`src/rtl/mips_pkg.sv`:
```
// Shared MIPS opcode constants and per-opcode operand/destination helpers,
// reused by the decode stage, the control unit and the forwarding unit.
package mips_pkg;

  localparam int OPCODE_W = 6;
  localparam int FUNCT_W  = 6;
  localparam int REG_W    = 5;

  localparam logic [OPCODE_W-1:0] OP_RTYPE = 6'b000000;
  localparam logic [OPCODE_W-1:0] OP_LW    = 6'b100011;
  localparam logic [OPCODE_W-1:0] OP_SW    = 6'b101011;
  localparam logic [OPCODE_W-1:0] OP_BEQ   = 6'b000100;
  localparam logic [OPCODE_W-1:0] OP_BNE   = 6'b000101;
  localparam logic [OPCODE_W-1:0] OP_ADDI  = 6'b001000;
  localparam logic [OPCODE_W-1:0] OP_SLTI  = 6'b001010;
  localparam logic [OPCODE_W-1:0] OP_ANDI  = 6'b001100;
  localparam logic [OPCODE_W-1:0] OP_ORI   = 6'b001101;
  localparam logic [OPCODE_W-1:0] OP_LUI   = 6'b001111;
  localparam logic [OPCODE_W-1:0] OP_J     = 6'b000010;
  localparam logic [OPCODE_W-1:0] OP_JAL   = 6'b000011;

  localparam logic [REG_W-1:0] REG_RA = 5'd31;

  typedef enum logic [1:0] {DST_NONE, DST_RD, DST_RT, DST_RA} dstSel_e;

  function automatic logic usesRs(input logic [OPCODE_W-1:0] op);
    return !(op == OP_J || op == OP_JAL || op == OP_LUI);
  endfunction

  function automatic logic usesRt(input logic [OPCODE_W-1:0] op);
    return (op == OP_RTYPE || op == OP_SW || op == OP_BEQ || op == OP_BNE);
  endfunction

  function automatic dstSel_e destSel(input logic [OPCODE_W-1:0] op);
    case (op)
      OP_RTYPE:                                       return DST_RD;
      OP_LW, OP_ADDI, OP_SLTI, OP_ANDI, OP_ORI, OP_LUI: return DST_RT;
      OP_JAL:                                         return DST_RA;
      default:                                        return DST_NONE;
    endcase
  endfunction

  // Logical immediates are zero-extended; lui's upper shift happens in EX.
  function automatic logic zeroExtImm(input logic [OPCODE_W-1:0] op);
    return (op == OP_ANDI || op == OP_ORI || op == OP_LUI);
  endfunction

endpackage

```
`src/rtl/id_decode.sv`:
```
// Combinational instruction decode: field split, immediate extension,
// destination select and operand-usage flags.
module id_decode
  import mips_pkg::*;
(
  input  logic [31:0]         instr,
  output logic [OPCODE_W-1:0] opcode,
  output logic [FUNCT_W-1:0]  funct,
  output logic [REG_W-1:0]    rs,
  output logic [REG_W-1:0]    rt,
  output logic [REG_W-1:0]    dst,
  output logic [31:0]         imm,
  output logic                regWrite,
  output logic                memRead,
  output logic                memWrite,
  output logic                useRs,
  output logic                useRt
);

  dstSel_e dSel;

  assign opcode = instr[31:26];
  assign rs     = instr[25:21];
  assign rt     = instr[20:16];
  assign funct  = instr[5:0];
  assign dSel   = destSel(opcode);
  assign useRs  = usesRs(opcode);
  assign useRt  = usesRt(opcode);

  always_comb begin
    dst = '0;
    case (dSel)
      DST_RD:  dst = instr[15:11];
      DST_RT:  dst = instr[20:16];
      DST_RA:  dst = REG_RA;
      default: dst = '0;
    endcase
  end

  // Writes to $0 are architecturally dropped, so never mark them as writes.
  assign regWrite = (dSel != DST_NONE) && (dst != '0);
  assign memRead  = (opcode == OP_LW);
  assign memWrite = (opcode == OP_SW);

  assign imm = zeroExtImm(opcode) ? {16'b0, instr[15:0]}
                                  : {{16{instr[15]}}, instr[15:0]};

endmodule

```
`src/rtl/id_ex_stage.sv`:
```
// ID stage with writeback bypass and load-use detection, feeding the ID/EX
// pipeline register consumed by the ALU and forwarding logic.
module id_ex_stage
  import mips_pkg::*;
(
  input  logic                clk,
  input  logic                rst,
  input  logic                id_valid,
  input  logic [31:0]         id_instr,
  input  logic [31:0]         id_pc_plus4,
  output logic [REG_W-1:0]    rf_addr1,
  output logic [REG_W-1:0]    rf_addr2,
  input  logic [31:0]         rf_data1,
  input  logic [31:0]         rf_data2,
  input  logic                wb_we,
  input  logic [REG_W-1:0]    wb_addr,
  input  logic [31:0]         wb_data,
  input  logic                flush,
  input  logic                ex_stall,
  output logic                id_stall,
  output logic                ex_valid,
  output logic [31:0]         ex_pc_plus4,
  output logic [31:0]         ex_op1,
  output logic [31:0]         ex_op2,
  output logic [31:0]         ex_imm,
  output logic [REG_W-1:0]    ex_rs,
  output logic [REG_W-1:0]    ex_rt,
  output logic [REG_W-1:0]    ex_dst,
  output logic [OPCODE_W-1:0] ex_opcode,
  output logic [FUNCT_W-1:0]  ex_funct,
  output logic                ex_reg_write,
  output logic                ex_mem_read,
  output logic                ex_mem_write
);

  logic [OPCODE_W-1:0] opcode;
  logic [FUNCT_W-1:0]  funct;
  logic [REG_W-1:0]    rs, rt, dst;
  logic [31:0]         imm;
  logic                regWrite, memRead, memWrite, useRs, useRt;
  logic [31:0]         op1Byp, op2Byp;
  logic                loadUse;

  id_decode u_decode (
    .instr    (id_instr),
    .opcode   (opcode),
    .funct    (funct),
    .rs       (rs),
    .rt       (rt),
    .dst      (dst),
    .imm      (imm),
    .regWrite (regWrite),
    .memRead  (memRead),
    .memWrite (memWrite),
    .useRs    (useRs),
    .useRt    (useRt)
  );

  assign rf_addr1 = rs;
  assign rf_addr2 = rt;

  // The register file write only lands at the edge, so merge it here.
  assign op1Byp = (wb_we && wb_addr != '0 && wb_addr == rs) ? wb_data : rf_data1;
  assign op2Byp = (wb_we && wb_addr != '0 && wb_addr == rt) ? wb_data : rf_data2;

  assign loadUse = id_valid && ex_valid && ex_mem_read && (ex_dst != '0) &&
                   ((useRs && ex_dst == rs) || (useRt && ex_dst == rt));

  assign id_stall = id_valid && !flush && (ex_stall || loadUse);

  // ID/EX boundary
  always_ff @(posedge clk or posedge rst) begin
    if (rst) begin
      ex_valid     <= 1'b0;
      ex_reg_write <= 1'b0;
      ex_mem_read  <= 1'b0;
      ex_mem_write <= 1'b0;
      ex_pc_plus4  <= '0;
      ex_op1       <= '0;
      ex_op2       <= '0;
      ex_imm       <= '0;
      ex_rs        <= '0;
      ex_rt        <= '0;
      ex_dst       <= '0;
      ex_opcode    <= '0;
      ex_funct     <= '0;
    end else if (flush || (!ex_stall && loadUse)) begin
      ex_valid     <= 1'b0;
      ex_reg_write <= 1'b0;
      ex_mem_read  <= 1'b0;
      ex_mem_write <= 1'b0;
    end else if (!ex_stall) begin
      ex_valid     <= id_valid;
      ex_reg_write <= id_valid && regWrite;
      ex_mem_read  <= id_valid && memRead;
      ex_mem_write <= id_valid && memWrite;
      ex_pc_plus4  <= id_pc_plus4;
      ex_op1       <= op1Byp;
      ex_op2       <= op2Byp;
      ex_imm       <= imm;
      ex_rs        <= rs;
      ex_rt        <= rt;
      ex_dst       <= dst;
      ex_opcode    <= opcode;
      ex_funct     <= funct;
    end
  end

endmodule

```
`config.mk`:
```
export PLATFORM = sky130hd
export DESIGN_NAME = id_ex_stage
export DESIGN_NICKNAME = d
export VERILOG_FILES = /design/src/rtl/mips_pkg.sv /design/src/rtl/id_decode.sv /design/src/rtl/id_ex_stage.sv
export SDC_FILE = /design/constraint.sdc
export NUM_CORES = 1
export LEC_CHECK = 0
export BUFFER_PORTS_ARGS = -buffer_cell sky130_fd_sc_hd__buf_2
export CORE_ASPECT_RATIO = 0.8
export CORE_MARGIN = 4
export CORE_UTILIZATION = 25
export DETAILED_ROUTE_END_ITERATION = 8
export GPL_TIMING_DRIVEN = 1
export HOLD_SLACK_MARGIN = 0.1
export PLACE_DENSITY = 0.48
export SETUP_SLACK_MARGIN = 0.3
export SLEW_MARGIN = 5
export SYNTH_ARGS = -nofsm -noshare
export SYNTH_HDL_FRONTEND = slang
export SYNTH_SLANG_ARGS = --single-unit
export TNS_END_PERCENT = 1
```
`constraint.sdc`:
```
create_clock -name clk -period 13.1 [get_ports clk]
set_input_delay 2.62 -clock clk [delete_from_list [all_inputs] [get_ports clk]]
set_output_delay 2.62 -clock clk [all_outputs]
set_load 0.01 [all_outputs]
```
## Yosys cells after proc, flatten, opt, wreduce, memory -nomap -nowiden

Index checks and enable logic that the tools add are counted.

| operators by class | value |
|---|---|
| add/subtract/negate cells | 0 |
| multipliers | 0 |
| div/mod/pow operators | 0 |
| order comparisons | 0 |
| equal/unequal tests | 19 |
| shift operators | 0 |
| muxes and demuxes | 13 |
| bitwise logic cells | 2 |
| reduce and logical (&&, ||, !) cells | 36 |

Operators by type and width:

| kind | count |
|---|---|
| 32-bit two-way mux | 3 |
| 6-bit by 4-bit == test with 1-bit output (second input constant) | 5 |
| 5-bit == test | 4 |
| 1-bit logical AND | 16 |
| 5-bit case mux with 3 select lines | 1 |
| 5-bit nonzero test | 3 |
| 6-bit by 2-bit == test with 1-bit output (second input constant) | 2 |
| 6-bit by 3-bit == test with 1-bit output (second input constant) | 2 |
| 6-bit == test (second input constant) | 2 |
| 1-bit logical OR | 10 |
| 1-bit two-way mux | 8 |
| 6-bit zero test | 1 |
| 2-bit case mux with 3 select lines | 1 |
| 6-bit OR reduction | 1 |
| 2-bit == test (second input constant) | 2 |
| 1-bit zero test | 3 |
| 2-bit by 1-bit == test with 1-bit output (second input constant) | 1 |
| 2-bit by 1-bit != test with 1-bit output (second input constant) | 1 |
| 1-bit inverter | 2 |
| 2-bit AND reduction | 1 |
| 2-bit nonzero test | 1 |

| word-level totals | value |
|---|---|
| flip-flop bits (word level) | 159 |
| bits in latches | 0 |
| bits in writable memories | 0 |
| bits in read-only memories | 0 |
| bits of input ports | 171 |
| logic and storage cells | 83 |
| memories kept | 0 |

## Longest topological paths before layout

Gate-level depths: netlist of run 1.

| depth | value |
|---|---|
| word-level depth | 11 |
| depth in mapped cells | 10 |
| mapped depth without buffers | 5 |

## Modules after synthesis

A second synthesis of run 1 with hierarchy kept.

| unflattened totals | value |
|---|---|
| cells, all modules | 542 |
| area, all modules | 8150.3 um^2 |

Modules (own cells, without submodules):

| module | instances | cells an instance | area each (um^2) | seq. area each (um^2) |
|---|---|---|---|---|
| id_ex_stage | 1 | 448 | 7439.6 | 3978.8 |
| id_decode | 1 | 94 | 710.7 | 0.0 |

## Worst setup path after synthesis of run 1

Ideal clock, no wire load.

| path | value |
|---|---|
| path kind | in2out |
| from | input id_instr[27] |
| to | output id_stall |
| data arrival time | 3.775 ns |
| slack | 6.705 ns |
| stages | 6 |
| cells stage by stage | buf_4 -> nor3_1 -> o21ai_0 -> a2111oi_2 -> nor2_1 -> nor2_1 |

| between the ends | value |
|---|---|
| cells in the longest elaborated chain, start to end | 9 |
| elaborated cells between the ends (all ways) | 19 |
| classes of those cells | eq/ne: 6; reduce/logical: 13 |

RTL lines:

| what | line | source |
|---|---|---|
| start: declaration | id_ex_stage.sv:9 | `input logic [31:0] id_instr,` |
| 6-bit by 2-bit == test with 1-bit output, or another cell as far along | mips_pkg.sv:27 | `return !(op == OP_J \|\| op == OP_JAL \|\| op == OP_LUI);` |
| 1-bit logical OR (on tied branches) (2 in a row) | mips_pkg.sv:27, mips_pkg.sv:31 |  |
| 1-bit zero test or 1-bit logical OR (tied branches) | mips_pkg.sv:27, mips_pkg.sv:31 |  |
| 1-bit logical AND | id_ex_stage.sv:67 | `((useRs && ex_dst == rs) \|\| (useRt && ex_dst == rt));` |
| 1-bit logical OR (*) | id_ex_stage.sv:67 |  |
| 1-bit logical AND (*) | id_ex_stage.sv:66 | `assign loadUse = id_valid && ex_valid && ex_mem_read && (ex_dst != '0) &&` |
| 1-bit logical OR (*) | id_ex_stage.sv:69 | `assign id_stall = id_valid && !flush && (ex_stall \|\| loadUse);` |
| 1-bit logical AND (*) | id_ex_stage.sv:69 |  |
| end: declaration | id_ex_stage.sv:20 | `output logic id_stall,` |

Mark *: on every way between the ends. The rest lies on a longest branch, timed or not.

## Worst setup path in the final report of run 1

| path | value |
|---|---|
| from | input id_instr[26] |
| to | output id_stall |

The elaborated chain is that of the path after synthesis.

==> results of run 1 <==
## final timing paths
check,from,end,cells past startpoint
worst min register to register,ex_op1[28]$_DFFE_PP0P_,ex_op1[28]$_DFFE_PP0P_,1
min in group asynchronous,rst,ex_pc_plus4[24]$_DFFE_PP0P_,2
max in group asynchronous,rst,ex_op2[22]$_DFFE_PP0P_,3
worst min-delay path,ex_op1[28]$_DFFE_PP0P_,ex_op1[28]$_DFFE_PP0P_,1
worst max-delay path,id_instr[26],id_stall,7
worst max register to register,ex_dst[1]$_DFFE_PP0P_,ex_op2[30]$_DFFE_PP0P_,6
## routing by layer
layer | track usage (%) | vias to the layer above | wire length [um]
li1 | - | 2309 | -
met1 | 16.79 | 2375 | 9034
met2 | 21.74 | 212 | 9690
met3 | 6.350 | 15 | 1992
met4 | 3.640 | 4 | 208
met5 | 0 | - | 14
## critical path: stages
cell and delay (ns):
buf_2 0.18, and2_0 0.33, nand3_1 0.15, a2111oi_2 0.48
nor2_1 0.16, nor2_1 0.15, buf_2 0.14
## state kept, by name, summed over array words and instances (netlist names), 5 cells and up
name / flops
ex_dst: 5
ex_imm: 17
ex_op1: 32
ex_op2: 32
ex_opcode: 6
ex_pc_plus4: 32
ex_rs: 5
ex_rt: 5
## cells in the final DEF, fill, tap and decap left out, types with 2 or more instances in the layout
| cell | n |
|---|---|
| clkbuf_16 | 17 |
| bufinv_16 | 2 |
| nand2_1 | 5 |
| nor4_1 | 2 |
| nor4_2 | 2 |
| a21oi_1 | 5 |
| o21ai_0 | 2 |
| buf_4 | 5 |
| dfrtp_1 | 138 |
| inv_6 | 2 |
| xor2_1 | 4 |
| clkinvlp_4 | 2 |
| a32o_1 | 3 |
| nand3_1 | 4 |
| mux2_2 | 159 |
| or4_1 | 4 |
| nor2b_1 | 2 |
| clkbuf_8 | 2 |
| o2bb2ai_1 | 5 |
| clkinv_2 | 6 |
| nor2_1 | 8 |
| inv_1 | 4 |
| nand2b_1 | 2 |
| mux2_4 | 37 |
| xnor2_1 | 16 |
| buf_2 | 340 |
## power by group through the flow
stage | logic, uW | clock network, uW | registers [uW]
after floorplan | 137 | 0 | 560
after global placement | 288 | 0 | 529
after detailed placement | 287 | 0 | 530
after CTS | 287 | 511 | 524
after global routing | 304 | 530 | 533
final | 280 | 488 | 523
## stage by stage
step,cell area [um2],setup WS (ns),power (uW),utilization (%)
5_1_grt,9204,6.134,1368,34.53
4_1_cts,9204,6.286,1322,34.53
3_3_place_gp,8625,6.325,816.7,32.35
2_1_floorplan,6868,6.705,696.5,-
3_5_place_dp,8625,6.276,816.5,32.35
6_report,9204,6.264,1291,34.53
## logic make-up after synthesis
| kind of cell | Yosys count | synth area share [%] |
|---|---|---|
| multiplexers | 198 | 34.47 |
| flip-flops | 138 | 50.28 |
| buffers and inverters | 60 | 6.868 |
| AND/OR/NAND/NOR | 34 | 2.660 |
| AO/OA/AOI/OAI | 26 | 3.170 |
| XOR/XNOR | 20 | 2.550 |
## layout make-up
cell class / instances / area [um2]
Tap cell: 357 / 446.7
Sequential cell: 138 / 3453
Multi-Input combinational cell: 278 / 2962
Clock buffer: 20 / 456.7
Timing Repair Buffer: 345 / 1739
Inverter: 5 / 23.77
Fill cell: 2723 / 17450
Clock inverter: 12 / 122.6
==> flow_metrics.env, run 1 <==
export IMPL_ant_nets=0
export IMPL_powerDensity_nw_per_um2=140.2
export IMPL_tns_ns=0
export IMPL_status="finished, final reports clean"
export IMPL_numClockSinks=138
export IMPL_initial_core_util_pct=25.76
export IMPL_clock_latency_ns=0.42
export IMPL_p_leak_uw=0.004367
export IMPL_power_share_clock_pct=37.8
export IMPL_place_gp_congestion=0.7524
export IMPL_share_seq_of_total_power_pct=40.5
export IMPL_rows=53
export IMPL_cts_root_buffer="clkbuf_16"
export IMPL_r2r_slack_ns=9.54
export IMPL_ctsResizeCount=0
export IMPL_synth_area_leader_cell="dfrtp_1"
export IMPL_drv_slew=0
export IMPL_num_vias=4915
export IMPL_power_frac_comb_pct=21.7
export IMPL_first_global_vias=5343
export IMPL_die_x_um=193.3
export IMPL_dieArea_um2=30200
export IMPL_grt_overflow=0
export IMPL_ys_ff_latch=138
export IMPL_internal_power_uw=923.5
export IMPL_maxSlewHeadroom_pct=28.99
export IMPL_clock_skew_final_ns=0.009271
export IMPL_cts_tree="built"
export IMPL_die_h_um=156.2
export IMPL_syn_area_um2=6868
export IMPL_io_pins=341
export IMPL_detail_route_first_pass_iterations=6
export IMPL_wirelength_mm=20.94
export IMPL_critPathKind="in -> out"
export IMPL_cp_arrival_ns=4.22
export IMPL_async_flop_share_pct=100.0
export IMPL_post_cts_buffers=0
export IMPL_grt_max_degree=81
export IMPL_min_period_ns=6.836
export IMPL_grt_use_total_pct=13.62
export IMPL_power_switching_uw=367.2
export IMPL_crit_path_end_kind="primary output"
export IMPL_rsz0062_at_grt="false"
export IMPL_clock_path_buffers=2
export IMPL_grt_pass1_wl_mm=32.10
export IMPL_cp_required_ns=10.48
export IMPL_grt_antenna_before_repair=2
export IMPL_seq_area_frac_synth_pct=50.28
export IMPL_setup_viol=0
export IMPL_synthFlopType="dfrtp_1"
export IMPL_synth_nets=647
export IMPL_vdd_drop_max_v=0.00008535
export IMPL_nNetsFinal=956
export IMPL_diodes=0
export IMPL_cts_made_buffers=17
export IMPL_drv_cap=0
export IMPL_route_detailed_drc=0
export IMPL_drive_gt1_share_pct=72.56
export IMPL_hold_ws_ns=0.4856
export IMPL_synth_common_cells="mux2_2, dfrtp_1, buf_4, mux2_4, xnor2_1"
export IMPL_instances_no_fill=1155
export IMPL_synth_distinct_cells=39
export IMPL_areaGrowthSynthToFinish_pct=34.01
export IMPL_dpl_hpwl_mm=15.25
export IMPL_coreArea_um2=26660
export IMPL_synth_edf_count=0
export IMPL_syn_inst=476
export IMPL_hold_path_class="reg -> reg"
export IMPL_io_buffers=340
export IMPL_ys_warn_count=0
export IMPL_startpoint_type="input pin"
export IMPL_wire_per_inst_um=18.13
export IMPL_cp_max_fo=10
export IMPL_worst_slew_pin_slew_ns=1.065
export IMPL_htreeDepth=4
export IMPL_finalHoldViolCount=0
export IMPL_syn_area_per_cell_um2=14.43
export IMPL_synth_most_common_cell="mux2_2"
export IMPL_yosysTopAreaCellShare_pct=50.28
export IMPL_placed_cells=1123
export IMPL_synthTopCellsByArea="dfrtp_1, mux2_2, mux2_4, buf_4, xnor2_1"
export IMPL_ctsHoldBuffers=0
export IMPL_swShare_pct=28.45
export IMPL_fmax_ghz=0.1463
export IMPL_period_share_pct=52.18
export IMPL_initialDrtViolationCount=115
export IMPL_clkTransAtPathRegs_ns=0.06
export IMPL_avgViaCountPerCell=4.255
(Power assumes the default switching activity.)
==> run 2, diff against run 1 <==
Clock period 13.1 ns to 6.3 ns, I/O delays scaled along.
==> flow_metrics.env, run 2 (synthesis gave the netlist of run 1 again) <==
export IMPL_period_share_pct=64.16
export IMPL_drv_cap=0
export IMPL_die_h_um=156.2
export IMPL_finalHoldViolCount=0
export IMPL_worst_slew_pin_slew_ns=0.9682
export IMPL_io_buffers=340
export IMPL_num_vias=4954
export IMPL_startpoint_type="input pin"
export IMPL_cp_max_fo=10
export IMPL_grt_max_degree=66
export IMPL_tns_ns=0
export IMPL_drv_slew=0
export IMPL_nNetsFinal=957
export IMPL_rows=53
export IMPL_clock_path_buffers=2
export IMPL_post_cts_buffers=0
export IMPL_maxSlewHeadroom_pct=35.46
export IMPL_cp_required_ns=5.04
export IMPL_initial_core_util_pct=25.76
export IMPL_critPathKind="in -> out"
export IMPL_wirelength_mm=20.39
export IMPL_wl_met1_mm=8.788
export IMPL_powerDensity_nw_per_um2=293.0
export IMPL_cts_root_buffer="clkbuf_16"
export IMPL_clock_latency_ns=0.42
export IMPL_wl_met2_mm=9.409
export IMPL_rsz0062_at_grt="false"
export IMPL_cts_made_buffers=17
export IMPL_avgViaCountPerCell=4.289
export IMPL_htreeDepth=4
export IMPL_fmax_ghz=0.2474
export IMPL_reg_top3="ex_op1 (32), ex_op2 (32), ex_pc_plus4 (32)"
export IMPL_cp_arrival_ns=2.78
export IMPL_final_common_cell="buf_2"
export IMPL_ant_nets=0
export IMPL_drive_gt1_share_pct=72.65
export IMPL_p_leak_uw=0.004377
export IMPL_detail_route_first_pass_iterations=4
export IMPL_final_cell_mix="buf_2, mux2_2, dfrtp_1"
export IMPL_coreArea_um2=26660
export IMPL_wire_per_inst_um=17.66
export IMPL_setup_viol=0
export IMPL_areaGrowthSynthToFinish_pct=34.45
export IMPL_grt_use_total_pct=13.13
export IMPL_status="finished, final reports clean"
export IMPL_dr_wl_met3_mm=1.977
export IMPL_min_period_ns=4.042
export IMPL_initialDrtViolationCount=122
export IMPL_io_pins=341
export IMPL_highest_layer="met4"
export IMPL_cts_tree="built"
export IMPL_grt_antenna_before_repair=0
export IMPL_die_x_um=193.3
export IMPL_ctsResizeCount=0
export IMPL_vdd_drop_max_v=0.0001710
export IMPL_dieArea_um2=30200
export IMPL_hold_path_class="reg -> reg"
export IMPL_route_detailed_drc=0
export IMPL_clock_skew_final_ns=0.008694
export IMPL_first_global_vias=5339
export IMPL_final_util_pct=34.64
export IMPL_grt_overflow=0
export IMPL_ctsHoldBuffers=0
export IMPL_numClockSinks=138
export IMPL_place_gp_congestion=0.7526
export IMPL_crit_path_end_kind="primary output"
export IMPL_dpl_hpwl_mm=14.98
export IMPL_grt_pass1_wl_mm=31.17
export IMPL_clkTransAtPathRegs_ns=0.06
-- run 2: where the power goes --
group / switching (uW) / internal, uW
combinational: 276 / 303
clock: 399 / 640
sequential: 71.9 / 1020
total: 747 / 1960
-- run 2: worst paths after layout --
path / from / end / slack (ns) / cells after the start
setup / recovery: id_instr[27] / id_stall / 2.26 / 7
hold / removal: ex_op1[28]$_DFFE_PP0P_ / ex_op1[28]$_DFFE_PP0P_ / 0.50 / 1
setup reg to reg: ex_dst[1]$_DFFE_PP0P_ / ex_op2[11]$_DFFE_PP0P_ / 2.84 / 6
hold reg to reg: ex_op1[28]$_DFFE_PP0P_ / ex_op1[28]$_DFFE_PP0P_ / 0.50 / 1
max in group asynchronous: rst / ex_op2[31]$_DFFE_PP0P_ / 4.46 / 3
min in group asynchronous: rst / ex_pc_plus4[26]$_DFFE_PP0P_ / 0.79 / 2
-- run 2: per-stage QoR --
step	worst slack [ns]	cell area, um2	cells	total power (uW)	hold WS (ns)
floorplan	1.344	6868	476	1448	0.5288
global placement	2.227	8632	1124	1696	0.4702
detailed placement	2.224	8632	1124	1695	0.4830
CTS	2.242	9231	1154	2769	0.4986
global route	2.127	9231	1154	2854	0.5088
finish	2.258	9234	1155	2706	0.4957
-- run 2: layout make-up --
cell class,count,area (um2)
flip-flops and latches,138,3453
multi-input cells,278,2962
repair buffers,346,1747
clock inverters,11,146.4
well taps,357,446.7
inverters,5,23.77
fillers,2724,17420
clock buffers,19,452.9
diodes,1,2.502
-- run 2: critical path: stages --
cell and delay (ns):
buf_2 0.18, and2_0 0.30, nand3_1 0.14, a2111oi_2 0.49, nor2_1 0.15, nor2_1 0.13
buf_2 0.14
-- run 2: layer usage --
layer / vias to the layer above / GRT usage, %
met5: - / 0
li1: 2299 / -
met2: 224 / 21.01
met1: 2417 / 16.30
met4: 0 / 3.775
met3: 14 / 5.704
==> run 3, diff against run 2 <==
Settings changed: ABC_AREA set to 1.
Clock period 6.3 ns to 3.92 ns, I/O delays scaled along.
==> flow_metrics.env, run 3 <==
export IMPL_synth_edf_count=0
export IMPL_grt_overflow=0
export IMPL_rsz0062_at_grt="false"
export IMPL_cts_tree="built"
export IMPL_cp_required_ns=3.14
export IMPL_grt_pass1_wl_mm=36.23
export IMPL_hold_path_class="in -> async"
export IMPL_dieArea_um2=29840
export IMPL_route_detailed_drc=0
export IMPL_worstSetupStartpoint="id_instr[28]"
export IMPL_cp_max_fo=5
export IMPL_seq_area_frac_synth_pct=50.93
export IMPL_drv_cap=0
export IMPL_post_cts_buffers=0
export IMPL_nFillCells=2866
export IMPL_drv_slew=0
export IMPL_fmax_ghz=0.3364
export IMPL_cp_slowest_cell="nand3_1"
export IMPL_syn_area_per_cell_um2=8.110
export IMPL_r2r_end="ex_op1[27]$_DFFE_PP0P_"
export IMPL_crit_end="id_stall"
export IMPL_syn_inst=836
export IMPL_synth_nets=1007
export IMPL_ys_ff_latch=138
export IMPL_initial_core_util_pct=25.63
export IMPL_cp_arrival_ns=2.19
export IMPL_worst_slew_pin_slew_ns=0.7798
export IMPL_clock_latency_ns=0.42
export IMPL_die_x_um=192.1
export IMPL_ys_warn_count=0
export IMPL_finalHoldViolCount=0
export IMPL_r2r_start="ex_dst[3]$_DFFE_PP0P_"
export IMPL_placed_cells=1468
export IMPL_coreArea_um2=26460
export IMPL_async_flop_share_pct=100.0
export IMPL_grt_max_degree=140
export IMPL_tns_ns=0
export IMPL_dpl_hpwl_mm=17.32
export IMPL_synth_most_common_cell="nand2_1"
export IMPL_cp_depth=9
export IMPL_cts_made_buffers=17
export IMPL_final_util_pct=34.48
export IMPL_drive_gt1_share_pct=35.17
export IMPL_io_buffers=340
export IMPL_maxSlewHeadroom_pct=48.01
export IMPL_initialDrtViolationCount=331
export IMPL_crit_path_end_kind="primary output"
export IMPL_ant_nets=0
export IMPL_numClockSinks=138
export IMPL_cp_num_buf_inv=2
export IMPL_reg_top3="ex_op1 (32), ex_op2 (32), ex_pc_plus4 (32)"
export IMPL_ctsHoldBuffers=0
export IMPL_setup_viol=0
export IMPL_critPathKind="in -> out"
export IMPL_placed_cell_area_um2=8531
export IMPL_first_global_vias=6381
export IMPL_clock_skew_final_ns=0.008293
export IMPL_grt_use_total_pct=15.50
export IMPL_io_pins=341
export IMPL_avgViaCountPerCell=4.318
export IMPL_crit_family="simple AND/OR/NAND/NOR gates"
export IMPL_final_cell_mix="buf_2, nand2_1, dfrtp_1"
export IMPL_place_gp_congestion=0.8173
export IMPL_synth_area_leader_cell="dfrtp_1"
export IMPL_crit_path_cell_trace="buf_2, nor2_2, nand3_1, nand3_1, nand2_1, nand2_2, a21oi_4, nor3_1, buf_2"
export IMPL_max_stage_delay_ns=0.22
export IMPL_synth_common_cells="nand2_1, dfrtp_1, nor2_1, o21ai_0, nand3_1"
export IMPL_final_area_um2=9123
export IMPL_nNetsFinal=1301
export IMPL_synth_distinct_cells=26
export IMPL_detail_route_first_pass_iterations=5
export IMPL_clkTransAtPathRegs_ns=0.06
export IMPL_status="finished, final reports clean"
export IMPL_yosysTopAreaCellShare_pct=50.93
export IMPL_period_share_pct=75.83
export IMPL_p_leak_uw=0.005085
export IMPL_startpoint_type="input pin"
export IMPL_powerDensity_nw_per_um2=452.8
export IMPL_p_total_uw=4130
export IMPL_r2r_slack_ns=1.77
export IMPL_instances_no_fill=1501
export IMPL_wire_per_inst_um=15.65
export IMPL_areaGrowthSynthToFinish_pct=34.55
export IMPL_final_common_cell="buf_2"
export IMPL_grt_antenna_before_repair=4
export IMPL_vdd_drop_max_v=0.0002715
export IMPL_wirelength_mm=23.49
export IMPL_clock_path_buffers=2
export IMPL_rows=53
export IMPL_num_vias=6481
export IMPL_ctsResizeCount=0
export IMPL_die_h_um=155.3
export IMPL_synthFlopType="dfrtp_1"
export IMPL_cts_root_buffer="clkbuf_16"
export IMPL_min_period_ns=2.973
export IMPL_synthTopCellsByArea="dfrtp_1, nand2_1, o21ai_0, nand3_1, a21oi_1"
export IMPL_syn_area_um2=6780
export IMPL_reg2regPathDepth=11
export IMPL_htreeDepth=4
[run 3: worst min-delay path by stage]
stage                                        to  cells past startpoint
floorplan                ex_imm[10]$_DFFE_PP0P_                      2
global placement    ex_pc_plus4[12]$_DFFE_PP0P_                      2
detailed placement   ex_pc_plus4[2]$_DFFE_PP0P_                      2
CTS                  ex_pc_plus4[6]$_DFFE_PP0P_                      2
global route        ex_pc_plus4[26]$_DFFE_PP0P_                      2
finish               ex_pc_plus4[6]$_DFFE_PP0P_                      2
[run 3: power by group]
| part | internal (uW) | switching, uW |
|---|---|---|
| registers | 1600 | 99.1 |
| logic | 322 | 468 |
| clock network | 986 | 656 |
| total | 2910 | 1220 |
[run 3: final cells by class]
class	instances	area [um2]	share of cell area, %
diodes	1	2.502	0.02743
clock buffers	21	470.5	5.157
clock inverters	11	118.9	1.303
inverters	62	236.5	2.592
multi-input cells	560	2560	28.06
flip-flops and latches	138	3453	37.85
well taps	357	446.7	4.896
repair buffers	351	1834	20.11
[run 3: per-layer routing]
layer | wire [um] | up-vias | track usage (%)
met5 | 34 | - | 0
met4 | 305 | 6 | 3.971
met3 | 1874 | 26 | 5.137
met2 | 10550 | 211 | 23.85
met1 | 10730 | 3003 | 21.07
li1 | - | 3235 | -
[run 3: worst reg2reg max path, stage by stage (launching register included)]
cell	delay, ns
dfrtp_1	0.46
inv_1	0.11
nand2_1	0.05
nand2_1	0.07
nand2_1	0.06
nor2_1	0.14
nand3_1	0.10
nand2_2	0.12
nand2_2	0.08
nand3_4	0.09
buf_12	0.35
o21ai_0	0.38
[run 3: logic make-up after synthesis]
| group | Yosys count | synth area share [%] |
|---|---|---|
| and+or+nand+nor | 392 | 23.75 |
| buffers and inverters | 138 | 11.31 |
| DFF | 138 | 50.93 |
| AOI/OAI and AO/OA | 153 | 12.07 |
| xor gates and xnor gates | 15 | 1.938 |
[run 3: stage by stage]
step	setup slack (ns)	hold WS, ns
after floorplan	1.327	0.5129
after global placement	0.9627	0.4593
after detailed placement	0.9783	0.4608
after CTS	0.9732	0.4716
after global routing	0.8174	0.4888
final	0.9474	0.4640
